===== src/rtl/seven_seg_pkg.sv =====
`default_nettype none
// ============================================================================
// Module   : seven_seg_pkg
// Brief    : Shared constants and scan-state type for the seven-segment path.
// Revision : 1.0
// ============================================================================
package seven_seg_pkg;

    localparam logic [3:0] ANODES_OFF = 4'b1111;
    localparam logic [6:0] SEG_BLANK  = 7'b1111111;

    // Active-low segments, seg[6]=a ... seg[0]=g, indexed by hex value.
    localparam logic [6:0] HEX_SEG [16] = '{
        7'b0000001, 7'b1001111, 7'b0010010, 7'b0000110,
        7'b1001100, 7'b0100100, 7'b0100000, 7'b0001111,
        7'b0000000, 7'b0000100, 7'b0001000, 7'b1100000,
        7'b0110001, 7'b1000010, 7'b0110000, 7'b0111000
    };

    typedef enum logic [1:0] {
        IDLE = 2'd0,
        DEAD = 2'd1,
        ON   = 2'd2
    } scan_state_t;

endpackage
`default_nettype wire


===== src/rtl/hex_to_seg.sv =====
`default_nettype none
// ============================================================================
// Module   : hex_to_seg
// Brief    : Combinational 4-bit hex to active-low 7-segment decode.
// Revision : 1.0
// ============================================================================
module hex_to_seg (
    input  logic [3:0] digit,
    output logic [6:0] seg
);
    import seven_seg_pkg::*;

    assign seg = HEX_SEG[digit];

endmodule
`default_nettype wire


===== src/rtl/seven_seg_scan.sv =====
`default_nettype none
// ============================================================================
// Module   : seven_seg_scan
// Brief    : 4-digit common-anode scan driver with hex decode and frame tick.
//            Define SCAN_DEADTIME_EN to blank the first DEAD_CYCLES of a slot.
// Revision : 1.0
// ============================================================================
module seven_seg_scan #(
    parameter int unsigned CLK_DIV     = 50000,
    parameter int unsigned DEAD_CYCLES = 500
) (
    input  logic       clk,
    input  logic       reset,
    input  logic       enable,
    input  logic [3:0] char3,
    input  logic [3:0] char2,
    input  logic [3:0] char1,
    input  logic [3:0] char0,
    output logic [3:0] an,
    output logic [6:0] seg,
    output logic       frame_tick,
    output logic [1:0] digit_idx
);
    import seven_seg_pkg::*;

    localparam int unsigned CNT_W = $clog2(CLK_DIV);

`ifdef SCAN_DEADTIME_EN
    localparam bit          USE_DEAD   = 1'b1;
    localparam scan_state_t SLOT_START = DEAD;
`else
    localparam bit          USE_DEAD   = 1'b0;
    localparam scan_state_t SLOT_START = ON;
`endif

    localparam logic [CNT_W-1:0] CNT_LAST  = CNT_W'(CLK_DIV - 1);
    localparam logic [CNT_W-1:0] DEAD_LAST = CNT_W'(USE_DEAD ? DEAD_CYCLES - 1 : 0);

    scan_state_t      state, state_nx;
    logic [CNT_W-1:0] cnt, cnt_nx;
    logic [1:0]       idx, idx_nx;
    logic [3:0]       hold;
    logic [3:0]       sel_char;
    logic [3:0]       cur_char;
    logic [6:0]       dec_seg;
    logic             slot_end;
    logic             showing;

    always_comb begin
        sel_char = char3;
        case (idx)
            2'd3:    sel_char = char3;
            2'd2:    sel_char = char2;
            2'd1:    sel_char = char1;
            default: sel_char = char0;
        endcase
    end

    // The slot's first cycle feeds the fresh character straight through so
    // the display shows it without waiting a cycle for the holding register.
    assign cur_char = (cnt == '0) ? sel_char : hold;

    hex_to_seg u_hex_to_seg (
        .digit (cur_char),
        .seg   (dec_seg)
    );

    assign slot_end  = (cnt == CNT_LAST);
    assign showing   = enable && (state == ON);
    assign digit_idx = idx;

    always_comb begin
        state_nx = state;
        cnt_nx   = cnt;
        idx_nx   = idx;
        unique case (state)
            IDLE: begin
                if (enable) begin
                    state_nx = SLOT_START;
                    cnt_nx   = '0;
                    idx_nx   = 2'd3;
                end
            end
            DEAD: begin
                if (cnt == DEAD_LAST) begin
                    state_nx = ON;
                end
                cnt_nx = cnt + 1'b1;
            end
            ON: begin
                if (slot_end) begin
                    state_nx = SLOT_START;
                    cnt_nx   = '0;
                    idx_nx   = idx - 1'b1;
                end else begin
                    cnt_nx = cnt + 1'b1;
                end
            end
            default: state_nx = IDLE;
        endcase
        // Disable overrides everything, including a coincident slot end.
        if (!enable) begin
            state_nx = IDLE;
            cnt_nx   = '0;
            idx_nx   = 2'd3;
        end
    end

    always_ff @(posedge clk or posedge reset) begin
        if (reset) begin
            state <= IDLE;
            cnt   <= '0;
            idx   <= 2'd3;
            hold  <= 4'd0;
        end else begin
            state <= state_nx;
            cnt   <= cnt_nx;
            idx   <= idx_nx;
            hold  <= cur_char;
        end
    end

    always_ff @(posedge clk or posedge reset) begin
        if (reset) begin
            an         <= ANODES_OFF;
            seg        <= SEG_BLANK;
            frame_tick <= 1'b0;
        end else begin
            an         <= showing ? ~(4'b0001 << idx) : ANODES_OFF;
            seg        <= showing ? dec_seg : SEG_BLANK;
            frame_tick <= showing && (idx == 2'd0) && slot_end;
        end
    end

endmodule
`default_nettype wire

===== config.mk =====
export PLATFORM = sky130hd
export DESIGN_NAME = seven_seg_scan
export DESIGN_NICKNAME = d
export VERILOG_FILES = /design/src/rtl/seven_seg_pkg.sv /design/src/rtl/hex_to_seg.sv /design/src/rtl/seven_seg_scan.sv
export SDC_FILE = /design/constraint.sdc
export NUM_CORES = 1
export LEC_CHECK = 0
export BUFFER_PORTS_ARGS = -buffer_cell sky130_fd_sc_hd__buf_4
export CORE_MARGIN = 2
export CORE_UTILIZATION = 53
export CTS_BUF_LIST = sky130_fd_sc_hd__clkbuf_4
export CTS_CLUSTER_SIZE = 25
export DETAILED_ROUTE_END_ITERATION = 6
export PLACE_DENSITY = 0.77
export SLEW_MARGIN = 30
export SYNTH_ARGS = -nofsm -noshare
export SYNTH_HDL_FRONTEND = slang
export SYNTH_SLANG_ARGS = --single-unit
export TNS_END_PERCENT = 20

===== constraint.sdc =====
create_clock -name clk -period 3 [get_ports clk]
set_input_delay 0.6 -clock clk [delete_from_list [all_inputs] [get_ports clk]]
set_output_delay 0.6 -clock clk [all_outputs]
set_load 0.02 [all_outputs]

After elaboration in Yosys (flattened, before gate mapping). Memories as Yosys holds them, arrays and structs flattened. Cells that the tools add are included.

Register bits after elaboration: 36. Logic and storage cells: 48. Bits in read-only memories: 112. Memories kept: 1. Bits of input ports: 19.

Memories: (no name shown) (words 16, width 7, rd ports 1, clocked after memory_dff 0, write ports 0, RTL line hex_to_seg.sv:13) `assign seg = HEX_SEG[digit];`.

Add/subtract/negate cells: 2. Shifts and indexed selects: 1. Equality and inequality tests: 10. Order comparisons: 1. Reductions and logical operators: 8. Bitwise gates (word level): 2. Multiplexer cells: 16.

Operator list (number): 16-bit one-hot mux with 3 select lines (1); 16-bit 2-to-1 mux (2); 7-bit 2-to-1 mux (3); 16-bit by 1-bit adder with 16-bit output (second input constant) (1); 16-bit == test (second input constant) (1); 16-bit logical NOT (1); 4-bit one-hot mux with 3 select lines (1); 2-bit 2-to-1 mux (5); 4-bit 2-to-1 mux (2); 2-bit == test (second input constant) (3); 3-bit != test (second input constant) (2); 2-bit one-hot mux with 3 select lines (1); 5-bit >= comparator (second input constant) (1); 4-bit NOT with 5-bit output (1); 2-bit by 1-bit == test with 1-bit output (second input constant) (2); 2-bit logical NOT (2); 4-bit by 1-bit != test with 1-bit output (second input constant) (1); 4-bit NOT (1); 2-bit one-hot mux with 2 select lines (1); 2-bit AND reduction (2); 1-bit by 2-bit << shifter with 4-bit output (first input constant) (1); 1-bit logical AND (3); 3-bit by 1-bit != test with 1-bit output (second input constant) (1); 2-bit by 1-bit subtractor with 2-bit output (second input constant) (1).

Depth between registers and ports, before layout. Gate-level depths: netlist (run 1).

Word-level depth: 8. Depth in mapped cells: 10. Mapped depth without buffers: 10.

Cells and area by module. A second synthesis (run 1) with hierarchy kept.

Cells, all modules: 186. Area total of the unflattened synthesis: 1920.6 sq um.

By module, submodules not included: seven_seg_scan (cells an instance 155, seq. area each 892.1 sq um, instances 1, area an instance 1657.8 sq um); hex_to_seg (cells an instance 31, seq. area each 0.0 sq um, instances 1, area an instance 262.8 sq um).

Least setup slack after synthesis (run 1). Ideal clock, no wire load.

Path kind: register to register. From: reg idx[1], in the netlist digit_idx[1]. To: reg seg[2]. Path buffers: 0. Setup slack: 0.692 ns. Setup time: 0.085 ns. Cell stages (with the launch flop): 11. Data arrival time: 2.223 ns. Clock period less this slack: 2.308 ns. Data required time: 2.915 ns. Cells stage by stage: dfstp_2 > inv_1 > ha_1 > a222oi_1 > o21ai_0 > mux2_2 > inv_1 > ha_1 > and2_4 > a21oi_1 > o221ai_1.

Longest elaborated chain between the ends: 8.

Ends and longest elaborated chain: start, declared (RTL line seven_seg_scan.sv:41) `logic [1:0] idx, idx_nx;`; start signal, assigned (RTL line seven_seg_scan.sv:118) `idx <= idx_nx;`; 2-bit by 1-bit == test with 1-bit output or 2-bit == test (tied branches) (RTL line seven_seg_scan.sv:51) `case (idx)`; 4-bit one-hot mux with 3 select lines (*) (RTL line seven_seg_scan.sv:51); 4-bit 2-to-1 mux (*) (RTL line seven_seg_scan.sv:61) `assign cur_char = (cnt == '0) ? sel_char : hold;`; net cur_char[1] (RTL line seven_seg_scan.sv:44) `logic [3:0] cur_char;`; 4-bit NOT with 5-bit output (not written as such) (*) (RTL line hex_to_seg.sv:13); memory 16 x 7 bit (*); 7-bit 2-to-1 mux (not written as such) (*) (2 in a row) (RTL line hex_to_seg.sv:13); 7-bit 2-to-1 mux (*) (RTL line seven_seg_scan.sv:130) `seg <= showing ? dec_seg : SEG_BLANK;`; end signal, assigned (RTL line seven_seg_scan.sv:130); end, declared (RTL line seven_seg_scan.sv:20) `output logic [6:0] seg,`.

Mark *: on every way through the listed nets, which the timed path passes. The rest lies on a longest branch. The select of a mux whose other input is x is not followed. A chain may end at the register's enable or synchronous reset.

Worst setup path in the final report (run 1).
From: reg idx[1], in the netlist digit_idx[1]. To: reg seg[3].

Same word-level chain as after synthesis.

==> summary.txt, run 1 <==
Final layout
  – Share of cells above drive strength 1: 31.0%
  – N_diodes: 0
  – Post-layout util: 66.0%
  – Synth-to-Final Area Change: 18.2%
  – Layout Nets: 247
  – Fillers: 270
  – Area of all placed cells without fillers: 2220 µm²

Timing
  – Total negative slack: 0 ns
  – Fin. max-slew vios: 0
  – Hold WS: 0.350 ns
  – Period utilisation layout: 86.7%
  – Setup WS post-layout: 0.399 ns
  – Least-Margin Pin Slew: 0.576 ns
  – Clock Skew: 0.0103 ns
  – Relative slew margins: 61.6%
  – Tmin final: 2.60 ns
  – Setup-failing EPs final: 0
  – RSZ-0062 raised after global routing: no
  – Number of hold violations in the final report: 0
  – Fmax: 384 MHz

Clocking
  – Sink Count: 35
  – # H-tree levels: 2
  – Num CTS Buffers: 5
  – Worst skew pair latency: 0.33 ns
  – CTS tree: built
  – # resized after CTS: 0
  – Hold Buf Count CTS: 0
  – Clock buffer depth: 2
  – CTS Root Cell: clkbuf_4
  – CTS clk-pin slew, worst paths: 0.11 ns
  – # Post-CTS Setup Buffers: 0

Critical path
  – FF-to-FF End: seg[3]$_DFF_PP1_
  – Crit path launch type: flop
  – CP arrival: 2.86 ns
  – Reg2Reg Launch Point: digit_idx[1]$_DFFE_PP1P_
  – Critical Path RT: 3.26 ns
  – Crit Path Class: flop to flop
  – Flop2flop setup slack: 0.40 ns
  – Kind of end point of the critical path: flop
  – Reg2Reg Depth: 10
  – Worst-path fanout max: 7

Placement
  – Worst slack at placement: 0.478 ns
  – Buffers added on ports: 32
  – DP Wirelength: 2820 µm
  – Area after DPL: 2170 µm²
  – RePlAce Congestion: 0.861

Drt
  – Final WL: 3780 µm
  – First drt pass iteration count: 4
  – Via count: 1439
  – Drt initial violations: 96
  – DRC: 0
  – Vias per cell: 5.49
  – Antenna Violating Nets Remaining: 0
  – Mean routed wirelength per cell: 14.4 µm

Pwr
  – Max VDD drop: 0.269 mV
  – Pwr dens: 401 nW/µm²
  – Leakage: 0.999 nW

Yosys
  – Synth Instances: 179
  – Sequential fraction of the synthesis area: 47.5%
  – Synth cell types: 35
  – Syn_area_per_cell: 10.5 µm²
  – Flops & latches, synth: 35
  – Post-synthesis cell area: 1880 µm²
  – Net Count, Synth: 211
  – YS warnings: 0

Global route
  – Vias in the first global route: 1470
  – Largest net degree at the start of global routing: 36
  – GRT Resource Usage Total: 21.2%
  – Initial antenna violation count: 0
  – First-pass GRT wire length: 6520 µm
  – GRT overflow: 0

Run
  – Max-cap violation count: 0

Outcome
  – Outcome: finished clean

Die
  – Ports: 33
  – Rows: 21
  – DIE AREA: 4040 µm²
  – Initial core utilization: 55.8%
  – Die height: 63.5 µm
  – Die X: 63.5 µm
  – Core area: 3360 µm²

Worst hold path
  – Worst min-delay path class: input pin to asynchronous set/reset pin
## flip-flops by register name, indices dropped and copies added (netlist names)
name / cells
digit_idx: 2
cnt: 16
hold: 4
an: 4
seg: 7
frame_tick: 1
state: 1
## metrics by stage
step                power, mW  cells
floorplan               0.601    179
global placement        0.646    254
detailed placement      0.653    254
CTS                     0.897    262
global route            0.945    262
finish                  0.890    262
## cells by family (layout without fill, tap and decap cells)
group,count (synthesis),count (layout),share of synthesized area [%]
compound gates,18,18,6.93
xor+xnor,15,15,7.00
fa+ha+maj,13,13,8.66
buf+inv,17,54,3.46
flops,35,35,47.5
mux,8,8,5.80
simple gates,73,73,20.7
## area by class of cell
type                       count  area (µm²)  area share (%)
tap                           46        57.6            2.59
timing repair buffer          33         248            11.2
multi-input combinational    127         921            41.5
clock inverter                 2        7.51           0.338
inverter                      13        48.8            2.20
sequential                    35         892            40.2
clock buffer                   6        45.0            2.03
## worst max path at each step
stage | start | to | slack, ns | depth (start not counted)
final | digit_idx[1]$_DFFE_PP1P_ | seg[3]$_DFF_PP1_ | 0.40 | 10
after global routing | digit_idx[1]$_DFFE_PP1P_ | seg[2]$_DFF_PP1_ | 0.25 | 10
after CTS | digit_idx[1]$_DFFE_PP1P_ | seg[2]$_DFF_PP1_ | 0.45 | 10
after detailed placement | digit_idx[1]$_DFFE_PP1P_ | seg[2]$_DFF_PP1_ | 0.48 | 10
after global placement | digit_idx[1]$_DFFE_PP1P_ | seg[2]$_DFF_PP1_ | 0.57 | 10
after floorplan | digit_idx[1]$_DFFE_PP1P_ | seg[2]$_DFF_PP1_ | 0.69 | 10
## synthesized netlist by cell type (all sizes together)
cell type	number	area, µm²
inv	13	48.8
o31ai	1	7.51
buf	1	5.00
a211oi	1	7.51
mux2i	5	75.1
ha	13	163
and2	3	21.3
a21oi	4	20.0
o211ai	3	22.5
nand4	1	21.3
nand2	22	82.6
nor2	22	82.6
dfrtp	22	551
and3	4	26.3
dfstp	13	342
a222oi	4	40.0
nor3	3	20.0
o21ai	3	15.0
xor2	9	78.8
nor4b	1	15.0
clkbuf	3	11.3
nor4	3	40.0
o221ai	2	17.5
or3	2	12.5
mux2	3	33.8
nand3	11	55.1
xnor2	6	52.6
or4	1	11.3
## per-layer routing
| metal | part of all wire [%] | routed length [µm] | vias up | GRT usage, % |
|---|---|---|---|---|
| met5 | 0 | 0 | - | 0 |
| met4 | 2.8 | 106 | 0 | 10.6 |
| met3 | 3.9 | 149 | 11 | 5.71 |
| met2 | 52 | 1960 | 38 | 36.3 |
| met1 | 41 | 1560 | 701 | 24.1 |
| li1 | - | - | 689 | - |
## critical path, stage by stage, from the launching register on
cell and delay, ns:
dfstp_2 0.58, inv_1 0.09, ha_1 0.25, a222oi_1 0.32, o21ai_0 0.12, mux2_2 0.34
inv_1 0.15, ha_1 0.23, nand2_1 0.08, and3_2 0.20, o21ai_0 0.16
## power by group
part | total (mW) | switching, mW | internal [mW] | leakage (nW)
combinational | 0.145 | 0.0827 | 0.0621 | 0.537
clock | 0.245 | 0.149 | 0.0958 | 0.0307
sequential | 0.500 | 0.00687 | 0.493 | 0.432
## cells in the final DEF (no fill, tap or decap)
cell type	Yosys	layout
and3_1	3	3
nand2_1	22	22
nor4_4	1	1
clkinv_1	0	2
clkbuf_4	0	6
xnor2_1	6	6
mux2i_4	2	2
nor3_2	1	1
o31ai_1	1	1
nor3_1	2	2
a21oi_1	4	4
xor2_1	9	9
or3_1	2	2
nor4b_2	1	1
and2_4	1	1
o221ai_1	2	2
nor4_1	1	1
nand4_4	1	1
mux2_2	3	3
or4_4	1	1
inv_2	2	2
a222oi_1	4	4
a211oi_1	1	1
dfrtp_1	22	22
nor4_2	1	1
mux2i_1	3	3
and3_2	1	1
inv_1	11	11
nor2_1	22	22
ha_1	13	13
o211ai_1	3	3
buf_4	0	33
o21ai_0	3	3
dfstp_2	13	13
nand3_1	11	11
and2_1	2	2
No activity file was read; power rests on OpenSTA's default activity.
==> inputs of run 2 (changes only) <==
Settings changed: SYNTH_HIERARCHICAL set to 1.
==> summary.txt, run 2 <==
Outcome
  – Outcome: finished clean

Critical path
  – Worst path cell trace: inv_1, ha_1, or4b_4, or4_4, o21ai_4, inv_4, ha_4, inv_1, mux4_2, nand2b_4
  – CP arrival: 3.18 ns (+0.32 ns)
  – Slowest cell on the critical path: or4_4
  – Critical Path RT: 3.29 ns (+0.03 ns)
  – Reg2Reg Launch Point: cnt[1]$_DFFE_PP0P_
  – Worst path most repeated cell: inv_1
  – Slowest stage delay, CP: 0.64 ns (+0.06 ns)
  – Crit path launch type: flop
  – Kind of end point of the critical path: flop
  – Crit Path Class: flop to flop
  – Flop2flop setup slack: 0.11 ns (-0.29 ns)
  – Reg2Reg Depth: 10 (unchanged)
  – Worst-path fanout max: 5 (-2)
  – FF-to-FF End: seg[3]$_DFF_PP1_

Final layout
  – Area of all placed cells without fillers: 2460 µm² (+11%)
  – Post-layout util: 71.9% (+5.9 points)
  – Fillers: 241 (-11%)
  – Share of cells above drive strength 1: 38.4% (+7.4 points)
  – Synth-to-Final Area Change: 27.9%
  – Most frequent cells in the layout: buf_4, dfrtp_1, nor2_1
  – Max reg flops: 16 (unchanged)
  – N_diodes: 0 (unchanged)
  – Most flops, register: cnt
  – Largest registers: cnt x16, seg x7
  – Most common cell after layout, fill and taps aside: buf_4
  – Layout Nets: 269 (+8.9%)

Drt
  – Via count: 1512 (+5.1%)
  – DRC: 0 (unchanged)
  – Drt initial violations: 52 (-46%)
  – First drt pass iteration count: 7 (+3)
  – Mean routed wirelength per cell: 14.2 µm (-1.5%)
  – Antenna Violating Nets Remaining: 0 (unchanged)
  – Vias per cell: 5.34 (-2.7%)
  – Final WL: 4020 µm (+6.4%)

Clocking
  – CTS clk-pin slew, worst paths: 0.11 ns (about the same)
  – CTS Root Cell: clkbuf_4
  – Clock buffer depth: 2 (unchanged)
  – # H-tree levels: 2 (unchanged)
  – Num CTS Buffers: 5 (unchanged)
  – CTS tree: built
  – Hold Buf Count CTS: 0 (unchanged)
  – Worst skew pair latency: 0.35 ns (+0.02 ns)
  – Sink Count: 35 (unchanged)

Placement
  – Buffers added on ports: 32 (unchanged)
  – Worst slack at placement: -0.0293 ns (-0.507 ns)
  – Area after DPL: 2290 µm² (+5.8%)
  – RePlAce Congestion: 0.864 (+0.33%)
  – DP Wirelength: 3000 µm (+6.5%)

Die
  – Die height: 64.2 µm (+1.1%)
  – Ports: 33 (unchanged)
  – Die X: 64.2 µm (+1.1%)
  – DIE AREA: 4120 µm² (+2.1%)
  – Initial core utilization: 56.2% (+0.39 points)
  – Rows: 21 (unchanged)
  – Core area: 3420 µm² (+1.6%)

Yosys
  – Net Count, Synth: 219 (+3.8%)
  – Largest cells by area after synthesis: dfrtp_1, dfstp_2, ha_1, xnor2_1, nor2_1
  – Yosys top cell area share: 28.7% (-0.65 points)
  – Post-synth top cells: dfrtp_1, nor2_1, ha_1
  – Main combinational cell family by area after synthesis: simple AND/OR/NAND/NOR gates
  – Top FF cell, synth: dfrtp_1
  – Sequential fraction of the synthesis area: 46.4% (-1.1 points)
  – Adder-Cell Fraction of Synth Area: 9.12% (+0.46 points)
  – Syn_area_per_cell: 10.3 µm² (-1.6%)
  – Synth Area in XOR/XNOR: 6.84% (-0.15 points)
  – Post-synth ARST share: 100% (unchanged)
  – Post-synth EDFFs: 0 (unchanged)
  – Yosys top cell by area: dfrtp_1
  – Compound-Gate Fraction of Synth Area: 7.49% (+0.56 points)
  – Synth Area in Simple Gates: 21.4% (+0.78 points)
  – Most common cell in the netlist: dfrtp_1
  – Post-synthesis cell area: 1920 µm² (+2.3%)
  – Synth cell types: 34 (-2.9%)
  – YS warnings: 6 (+6)
  – Flops & latches, synth: 35 (unchanged)
  – Synth Instances: 186 (+3.9%)
  – Mux share of post-synthesis cell area: 3.97% (-1.8 points)

Pwr
  – Max VDD drop: 0.346 mV (+29%)
  – Leakage: 1.12 nW (+12%)
  – Pwr dens: 421 nW/µm² (+4.9%)

Timing
  – Total negative slack: 0 ns (unchanged)
  – Tmin final: 2.89 ns (+0.289 ns)
  – Least-Margin Pin Slew: 0.514 ns (-0.0616 ns)
  – Fin. max-slew vios: 0 (unchanged)
  – Setup-failing EPs final: 0 (unchanged)
  – Setup WS post-layout: 0.110 ns (-0.289 ns)
  – Relative slew margins: 65.7% (+4.1 points)
  – Clock Skew: 0.00759 ns (-0.00272 ns)
  – Period utilisation layout: 96.3% (+9.6 points)
  – Number of hold violations in the final report: 0 (unchanged)
  – Fmax: 346 MHz (-10%)

Global route
  – First-pass GRT wire length: 6810 µm (+4.4%)
  – Initial antenna violation count: 0 (unchanged)
  – GRT Resource Usage Total: 21.7% (+0.56 points)
  – GRT overflow: 0 (unchanged)
  – Vias in the first global route: 1489 (+1.3%)
  – Largest net degree at the start of global routing: 27 (-25%)

Run
  – Max-cap violation count: 0 (unchanged)

Worst hold path
  – Worst min-delay path class: input pin to asynchronous set/reset pin
run 2: cell types whose count changed after synthesis, sizes merged, moves of 2 or more:
cell    previous run  this run
o21ai              3         9
xor2               9         4
mux2               3         0
nand2             22        13
nand4              1         5
xnor2              6        11
nor4               3         5
or4                1         3
nand2b             0        10
o221ai             2         0
buf                1         4
nand3             11         7
run 2: report_power, final:
part | total (mW) | internal (mW) | switching (mW)
sequential | 0.501 | 0.494 | 0.00629
clock | 0.342 | 0.175 | 0.167
combinational | 0.191 | 0.0921 | 0.0986
run 2: layout make-up:
cell class	instances	area [µm²]	share of cell area [%]
repair buffers	50	375	15.3
clock inverters	3	43.8	1.78
flip-flops and latches	35	892	36.3
multi-input cells	132	1000	40.7
inverters	12	50.0	2.04
well taps	46	57.6	2.34
clock buffers	5	37.5	1.53
run 2: per-stage QoR:
stage | hold slack, ns | total power, mW | std cells
6_report | 0.272 | 1.03 | 283
5_1_grt | 0.320 | 1.08 | 283
4_1_cts | 0.358 | 1.02 | 280
3_5_place_dp | 0.548 | 0.674 | 272
3_3_place_gp | 0.534 | 0.665 | 272
2_1_floorplan | 0.484 | 0.614 | 186
run 2: cell families (layout without fill, tap and decap cells):
logic type                 Yosys count  count (layout)
buffers and inverters               19              70
adders and majority gates           14              14
AOI/OAI and AO/OA                   20              20
xor gates and xnor gates            15              15
and+or+nand+nor                     77              77
DFF                                 35              35
muxes                                6               6
run 2: worst max-delay path, delay by kind of cell, from the launching register on:
kind                       cells  cell delay (ns)
AOI/OAI and AO/OA              1             0.19
adders and majority gates      2             0.39
buffers and inverters          3             0.17
DFF                            1             0.40
muxes                          1             0.44
and+or+nand+nor                3             1.23
run 2: how the worst max path moves through the flow:
stage	depth (start not counted)	slack (ns)	endpoint	from
after CTS	8	0.06	seg[3]$_DFF_PP1_	cnt[4]$_DFFE_PP0P_
after global routing	10	-0.004	seg[3]$_DFF_PP1_	cnt[0]$_DFFE_PP0P_
after detailed placement	8	-0.03	seg[3]$_DFF_PP1_	cnt[4]$_DFFE_PP0P_
after floorplan	9	0.02	seg[3]$_DFF_PP1_	cnt[4]$_DFFE_PP0P_
after global placement	10	0.09	seg[3]$_DFF_PP1_	cnt[1]$_DFFE_PP0P_
final	10	0.11	seg[3]$_DFF_PP1_	cnt[1]$_DFFE_PP0P_
run 2: repair_timing:
item	4_1_cts	5_1_grt
resized for setup	1	15
endpoints found under the setup margin	1	1
buffers inserted	0	3
pin swaps	0	5
run 2: metal layers:
| metal | vias up | global-route usage, % | routed length (µm) |
|---|---|---|---|
| li1 | 741 | - | - |
| met1 | 706 | 25.8 | 1630 |
| met2 | 56 | 36.1 | 1990 |
| met3 | 9 | 5.99 | 302 |
| met4 | 0 | 10.9 | 93 |
| met5 | - | 0 | 0 |
